**src/rtl/hazard_pkg.sv**
```systemverilog
// hazard_pkg: shared types and constants for the IF/ID/EX/WB pipeline sequencing logic.
package hazard_pkg;

  // Register-specifier width shared with if_id_buf, id_ex_buf and register_file.
  localparam int unsigned REG_ID_W = 6;

  // Controller states.
  typedef enum logic [1:0] {
    StRun    = 2'd0,
    StStall  = 2'd1,
    StDrain  = 2'd2,
    StHalted = 2'd3
  } hazard_state_e;

endpackage

```
**src/rtl/dep_check.sv**
```systemverilog
// dep_check: combinational match of one source register against the EX and WB destination
// shadows. A WB-stage writer still counts because the register file writes at the end of WB.
module dep_check #(
  parameter int unsigned REG_ID_W = hazard_pkg::REG_ID_W
) (
  input  logic [REG_ID_W-1:0] src_i,
  input  logic                ex_v_i,
  input  logic                ex_rw_i,
  input  logic [REG_ID_W-1:0] ex_rd_i,
  input  logic                wb_v_i,
  input  logic                wb_rw_i,
  input  logic [REG_ID_W-1:0] wb_rd_i,
  output logic                match_o
);

  // Any valid, writing, older stage whose destination equals the source.
  always_comb begin
    match_o = (ex_v_i & ex_rw_i & (ex_rd_i == src_i)) |
              (wb_v_i & wb_rw_i & (wb_rd_i == src_i));
  end

endmodule

```
**src/rtl/pipeline_hazard_ctrl.sv**
```systemverilog
// pipeline_hazard_ctrl: sequencing controller for the four-stage IF/ID/EX/WB pipeline.
// Tracks stage occupancy and destinations, stalls on RAW hazards, flushes on a taken
// branch resolved in WB and drains to a halted state on request.
// Optional performance counters: define HAZARD_PERF_CNT_EN.
module pipeline_hazard_ctrl #(
  parameter int unsigned REG_ID_W = hazard_pkg::REG_ID_W,
  parameter int unsigned CNT_W    = 16
) (
  input  logic                clock,
  input  logic                reset_n,
  input  logic [REG_ID_W-1:0] id_rs,
  input  logic [REG_ID_W-1:0] id_rt,
  input  logic [REG_ID_W-1:0] id_rd,
  input  logic                id_uses_rs,
  input  logic                id_uses_rt,
  input  logic                id_regwrt,
  input  logic                wb_branch,
  input  logic                halt_req,
  output logic                pc_write_en,
  output logic                ifid_write_en,
  output logic                ifid_flush,
  output logic                idex_bubble,
  output logic                exwb_flush,
  output logic                halted,
  output logic [CNT_W-1:0]    stall_count,
  output logic [CNT_W-1:0]    flush_count
);

  import hazard_pkg::*;

  hazard_state_e state_q, state_d;

  logic                v_id_q, v_id_d;
  logic                v_ex_q, v_ex_d;
  logic                v_wb_q, v_wb_d;
  logic [REG_ID_W-1:0] ex_rd_q, wb_rd_q;
  logic                ex_rw_q, wb_rw_q;

  logic rs_match, rt_match;
  logic taken, hazard, halted_st;
  logic act_taken, act_drain, act_stall;

  // Unmasked control values; reset forcing is applied only at the ports.
  logic pc_we_c, ifid_we_c, ifid_flush_c, idex_bubble_c, exwb_flush_c, halted_c;

  dep_check #(
    .REG_ID_W(REG_ID_W)
  ) u_dep_rs (
    .src_i  (id_rs),
    .ex_v_i (v_ex_q),
    .ex_rw_i(ex_rw_q),
    .ex_rd_i(ex_rd_q),
    .wb_v_i (v_wb_q),
    .wb_rw_i(wb_rw_q),
    .wb_rd_i(wb_rd_q),
    .match_o(rs_match)
  );

  dep_check #(
    .REG_ID_W(REG_ID_W)
  ) u_dep_rt (
    .src_i  (id_rt),
    .ex_v_i (v_ex_q),
    .ex_rw_i(ex_rw_q),
    .ex_rd_i(ex_rd_q),
    .wb_v_i (v_wb_q),
    .wb_rw_i(wb_rw_q),
    .wb_rd_i(wb_rd_q),
    .match_o(rt_match)
  );

  // Decode the action for this cycle; priority is taken > halt_req > hazard.
  always_comb begin
    taken     = wb_branch & v_wb_q;
    hazard    = v_id_q & ((id_uses_rs & rs_match) | (id_uses_rt & rt_match));
    halted_st = (state_q == StHalted);
    act_taken = ~halted_st & taken;
    act_drain = ~halted_st & ~taken & halt_req;
    act_stall = ~halted_st & ~taken & ~halt_req & hazard;
  end

  // Buffer and PC controls, decided in the same cycle as the condition.
  always_comb begin
    pc_we_c       = 1'b1;
    ifid_we_c     = 1'b1;
    ifid_flush_c  = 1'b0;
    idex_bubble_c = 1'b0;
    exwb_flush_c  = 1'b0;
    halted_c      = 1'b0;
    if (halted_st) begin
      pc_we_c       = 1'b0;
      ifid_we_c     = 1'b0;
      ifid_flush_c  = 1'b1;
      idex_bubble_c = 1'b1;
      exwb_flush_c  = 1'b1;
      halted_c      = 1'b1;
    end else if (act_taken) begin
      ifid_flush_c  = 1'b1;
      idex_bubble_c = 1'b1;
      exwb_flush_c  = 1'b1;
    end else if (act_drain) begin
      // No new fetch. A hazarded ID instruction is held rather than overwritten by the
      // IF/ID bubble, so it survives a later halt_req drop and still drains.
      pc_we_c       = 1'b0;
      ifid_flush_c  = 1'b1;
      ifid_we_c     = ~hazard;
      idex_bubble_c = hazard;
    end else if (act_stall) begin
      pc_we_c       = 1'b0;
      ifid_we_c     = 1'b0;
      idex_bubble_c = 1'b1;
    end
  end

  // Port drive: reset forces the safe idle pattern regardless of state.
  always_comb begin
    pc_write_en   = pc_we_c;
    ifid_write_en = ifid_we_c;
    ifid_flush    = ifid_flush_c;
    idex_bubble   = idex_bubble_c;
    exwb_flush    = exwb_flush_c;
    halted        = halted_c;
    if (!reset_n) begin
      pc_write_en   = 1'b0;
      ifid_write_en = 1'b0;
      ifid_flush    = 1'b1;
      idex_bubble   = 1'b1;
      exwb_flush    = 1'b1;
      halted        = 1'b0;
    end
  end

  // Next stage occupancy and state.
  always_comb begin
    v_wb_d  = v_ex_q & ~taken;
    v_ex_d  = v_id_q & ~hazard & ~taken;
    v_id_d  = ifid_we_c ? ~ifid_flush_c : v_id_q;
    state_d = state_q;
    unique case (state_q)
      StHalted: state_d = halt_req ? StHalted : StRun;
      StRun, StStall, StDrain: begin
        if (taken) begin
          state_d = halt_req ? StDrain : StRun;
        end else if (halt_req) begin
          // Halted once nothing remains in flight after this edge.
          state_d = (v_id_d | v_ex_d | v_wb_d) ? StDrain : StHalted;
        end else if (hazard) begin
          state_d = StStall;
        end else begin
          state_d = StRun;
        end
      end
    endcase
  end

  // State, occupancy and destination shadow registers.
  always_ff @(posedge clock or negedge reset_n) begin
    if (!reset_n) begin
      state_q <= StRun;
      v_id_q  <= 1'b0;
      v_ex_q  <= 1'b0;
      v_wb_q  <= 1'b0;
      ex_rd_q <= '0;
      ex_rw_q <= 1'b0;
      wb_rd_q <= '0;
      wb_rw_q <= 1'b0;
    end else begin
      state_q <= state_d;
      v_id_q  <= v_id_d;
      v_ex_q  <= v_ex_d;
      v_wb_q  <= v_wb_d;
      ex_rd_q <= id_rd;
      ex_rw_q <= id_regwrt;
      wb_rd_q <= ex_rd_q;
      wb_rw_q <= ex_rw_q;
    end
  end

`ifdef HAZARD_PERF_CNT_EN
  localparam logic [CNT_W-1:0] CntOne = {{(CNT_W-1){1'b0}}, 1'b1};

  logic [CNT_W-1:0] stall_cnt_q, flush_cnt_q;

  // Saturating stall-cycle and taken-flush counters.
  always_ff @(posedge clock or negedge reset_n) begin
    if (!reset_n) begin
      stall_cnt_q <= '0;
      flush_cnt_q <= '0;
    end else begin
      if (act_stall && (stall_cnt_q != '1)) begin
        stall_cnt_q <= stall_cnt_q + CntOne;
      end
      if (act_taken && (flush_cnt_q != '1)) begin
        flush_cnt_q <= flush_cnt_q + CntOne;
      end
    end
  end

  assign stall_count = stall_cnt_q;
  assign flush_count = flush_cnt_q;
`else
  assign stall_count = '0;
  assign flush_count = '0;
`endif

endmodule
```
**config.mk**
```make
export PLATFORM = sky130hd
export DESIGN_NAME = pipeline_hazard_ctrl
export DESIGN_NICKNAME = d
export VERILOG_FILES = /design/src/rtl/hazard_pkg.sv /design/src/rtl/dep_check.sv /design/src/rtl/pipeline_hazard_ctrl.sv
export SDC_FILE = /design/constraint.sdc
export NUM_CORES = 1
export LEC_CHECK = 0
export CAP_MARGIN = 20
export CORE_ASPECT_RATIO = 0.9
export CORE_MARGIN = 4
export CORE_UTILIZATION = 41
export CTS_CLUSTER_SIZE = 28
export DETAILED_ROUTE_END_ITERATION = 12
export PLACE_DENSITY = 0.85
export SLEW_MARGIN = 20
export SYNTH_ARGS = -nofsm -noshare
export SYNTH_HDL_FRONTEND = slang
export SYNTH_HIERARCHICAL = 1
export SYNTH_SLANG_ARGS = --single-unit
export TNS_END_PERCENT = 20
```
**constraint.sdc**
```tcl
create_clock -name clock -period 3.4 [get_ports clock]
set_clock_uncertainty 0.2 [all_clocks]
set_input_delay 0.68 -clock clock [delete_from_list [all_inputs] [get_ports clock]]
set_output_delay 0.68 -clock clock [all_outputs]
set_load 0.02 [all_outputs]
```
==> flow_summary.yaml <==
detailed_routing:
  vias: 860
  route.detailed.drc: 0
  routed_via_density: 4.70
  drtIter0Drc: 14
  ant_nets: 0
  dr.pass1.iters: 4
  wl_microns: 2370
  wl_per_cell_microns: 12.9
layout:
  antenna_cells: 0
  fill_cells: 223
  final_nets: 181
  fin_cells: 183
  design_area_sq_um: 1460
  layout_commonest_cell: "conb_1"
  drive_gt1_share_pct: 14.2
  final_cell_mix: "conb_1, dfrtp_1, clkdlybuf4s50_1"
  areaGrowthSynthToFinish_pct: 28.8
die:
  die_area_sq_um: 3660
  ios: 63
  core_sq_um: 2550
  die_width_microns: 63.4
  start_util_pct: 44.3
  die_y_microns: 57.8
  rows: 17
placed_design:
  place_area_sq_um: 1410
  dp.cells: 176
  numPortBuffers: 30
  hpwl_microns: 1930
  gp_congestion: 0.888
global_routing:
  grt_pass1_vias: 844
  grt_util_met3_pct: 2.52
  use_met2_pct: 22.9
  antenna_found_initial: 0
  grt_pass1_wl_microns: 3510
  gr-total-overflow: 0
  grt_max_degree: 13
  track_usage_pct: 12.0
  use_met1_pct: 12.3
  grt-busiest-layer: "met2"
yosys:
  ys_types: 22
  synth_area_leaders: "dfrtp_1, buf_4, xnor2_1"
  synth-seq-cells: 19
  seq_area_frac_synth_pct: 42.0
  ys_warn_count: 6
  mappedNetlistArea_sq_um: 1130
  postSynthAreaPerCell_sq_um: 10.3
  netlist_instances: 110
  synth_top_cell_area_share_pct: 42.0
  synth_top_area_cell: "dfrtp_1"
setup_path:
  r2r_cells: 8
  r2r-end: "state_q[0]$_DFF_PN0_"
  criticalPathCategory: "input port to output port"
  cp_max_fo: 3
  required_ns: 2.52
  ff2ff_setup_slack_ns: 1.09
  cp-start-kind: "input port"
  r2r_start: "wb_rd_q[4]$_DFF_PN0_"
  cp-end-kind: "output port"
  arrival_ns: 2.53
job:
  drv_cap: 0
pwr:
  p_leak_nw: 0.720
  power_density_nw_per_um2: 355
  ir_drop_mv: 0.223
cts:
  cts_tree: "done"
  clock-sinks: 19
  cts_made_buffers: 3
  ctsHtreeMaxLevel: 1
  clk_path_buf_depth: 2
  cts-root-buf: "clkbuf_4"
  path_clk_slew_ns: 0.11
  clk_latency_ns: 0.29
timing:
  period_needed_ns: 3.41
  fmax_mhz: 293
  hold_viol_final: 0
  finalSetupTns_ns: -0.00950
  finalSetupViolations: 1
  maxSlewViolCount: 0
  worst_slack_ns: -0.00950
  post-route-period-util_pct: 100
hold_path:
  worstHoldStart: "ex_rw_q$_DFF_PN0_"
  min_path_cells: 0
  min_delay_worst_endpoint: "wb_rw_q$_DFF_PN0_"
  hp-class: "flop to flop"
run_status:
  status: "finished, violations left"
  violations: "setup timing"
[how the worst max path moves through the flow]
stage                         from          end  slack (ns)  depth (start not counted)
after floorplan           id_rs[0]  pc_write_en        0.57                          6
after global placement    id_rs[0]  pc_write_en       -0.46                          8
after detailed placement  id_rs[4]  pc_write_en       -0.50                          8
after CTS                 id_rt[3]  pc_write_en       0.003                          8
after global routing      id_rt[1]  pc_write_en       -0.05                          8
final                     id_rt[1]  pc_write_en       -0.01                          8
[cell type report]
class                      count  area, sq um  area share, %
clock buffer                   4         26.3           1.80
tap                           28         35.0           2.41
sequential                    19          475           32.6
inverter                       1         3.75          0.258
timing repair buffer          42          383           26.3
multi-input combinational     89          533           36.6
[cells by family (layout without fill, tap and decap cells)]
family / Yosys count / after routing / share of synthesized area, %
AO/OA/AOI/OAI: 9 / 9 / 6.31
XOR/XNOR: 24 / 24 / 18.6
buffers and inverters: 33 / 47 / 21.6
flip-flops: 19 / 19 / 42.0
other: 1 / 32 / 0.332
AND/OR/NAND/NOR: 24 / 24 / 11.2
[critical path: stages]
cell	delay, ns
clkdlybuf4s50_1	0.45
xor2_1	0.15
or4_1	0.42
o22ai_1	0.17
a22o_1	0.21
and3_4	0.22
a211oi_2	0.06
buf_4	0.17
[power by group]
| group | switching [mW] | internal (mW) |
|---|---|---|
| registers | 0.0175 | 0.242 |
| clock network | 0.0675 | 0.0456 |
| logic | 0.0800 | 0.0639 |
[per-layer routing]
metal  up-vias  wire length [microns]
li1        387                      -
met1       399                    845
met2        64                   1220
met3        10                    223
met4         0                     74
met5         -                      0
[flip-flops by register name, indices dropped and copies added (netlist names)]
name / count
state_q: 2
v_ex_q: 1
ex_rw_q: 1
v_id_q: 1
v_wb_q: 1
wb_rd_q: 6
wb_rw_q: 1
ex_rd_q: 6
[synthesized netlist by cell type]
library cell  count
a22o_1            1
conb_1            1
and2_1            1
a21o_2            1
a211oi_1          1
and3_4            1
or2_2             1
nand2_1           9
o22ai_1           2
or4_1             4
and3_1            1
dfrtp_1          19
a211o_1           1
xor2_1           12
xnor2_1          12
a22o_2            1
buf_4            32
a21oi_1           1
nor2_1            2
nand3_1           5
inv_1             1
a221o_1           1
[stage by stage]
stage	setup WS (ns)	power, mW	hold WS (ns)	util (%)
detailed placement	-0.503	0.410	0.209	55.2
floorplan	0.572	0.369	0.174	-
global placement	-0.461	0.406	0.203	55.2
global route	-0.0474	0.546	0.241	57.1
finish	-0.00950	0.517	0.236	57.1
CTS	0.00291	0.519	0.235	55.9
[timing repair]
action,CTS,global route
hold buffers,0,0
setup buffers,1,2
endpoints found under the hold margin,0,0
pin swaps,3,4
resized for setup,17,5
setup endpoints to repair,3,3
No activity file was read; power rests on OpenSTA's default activity.
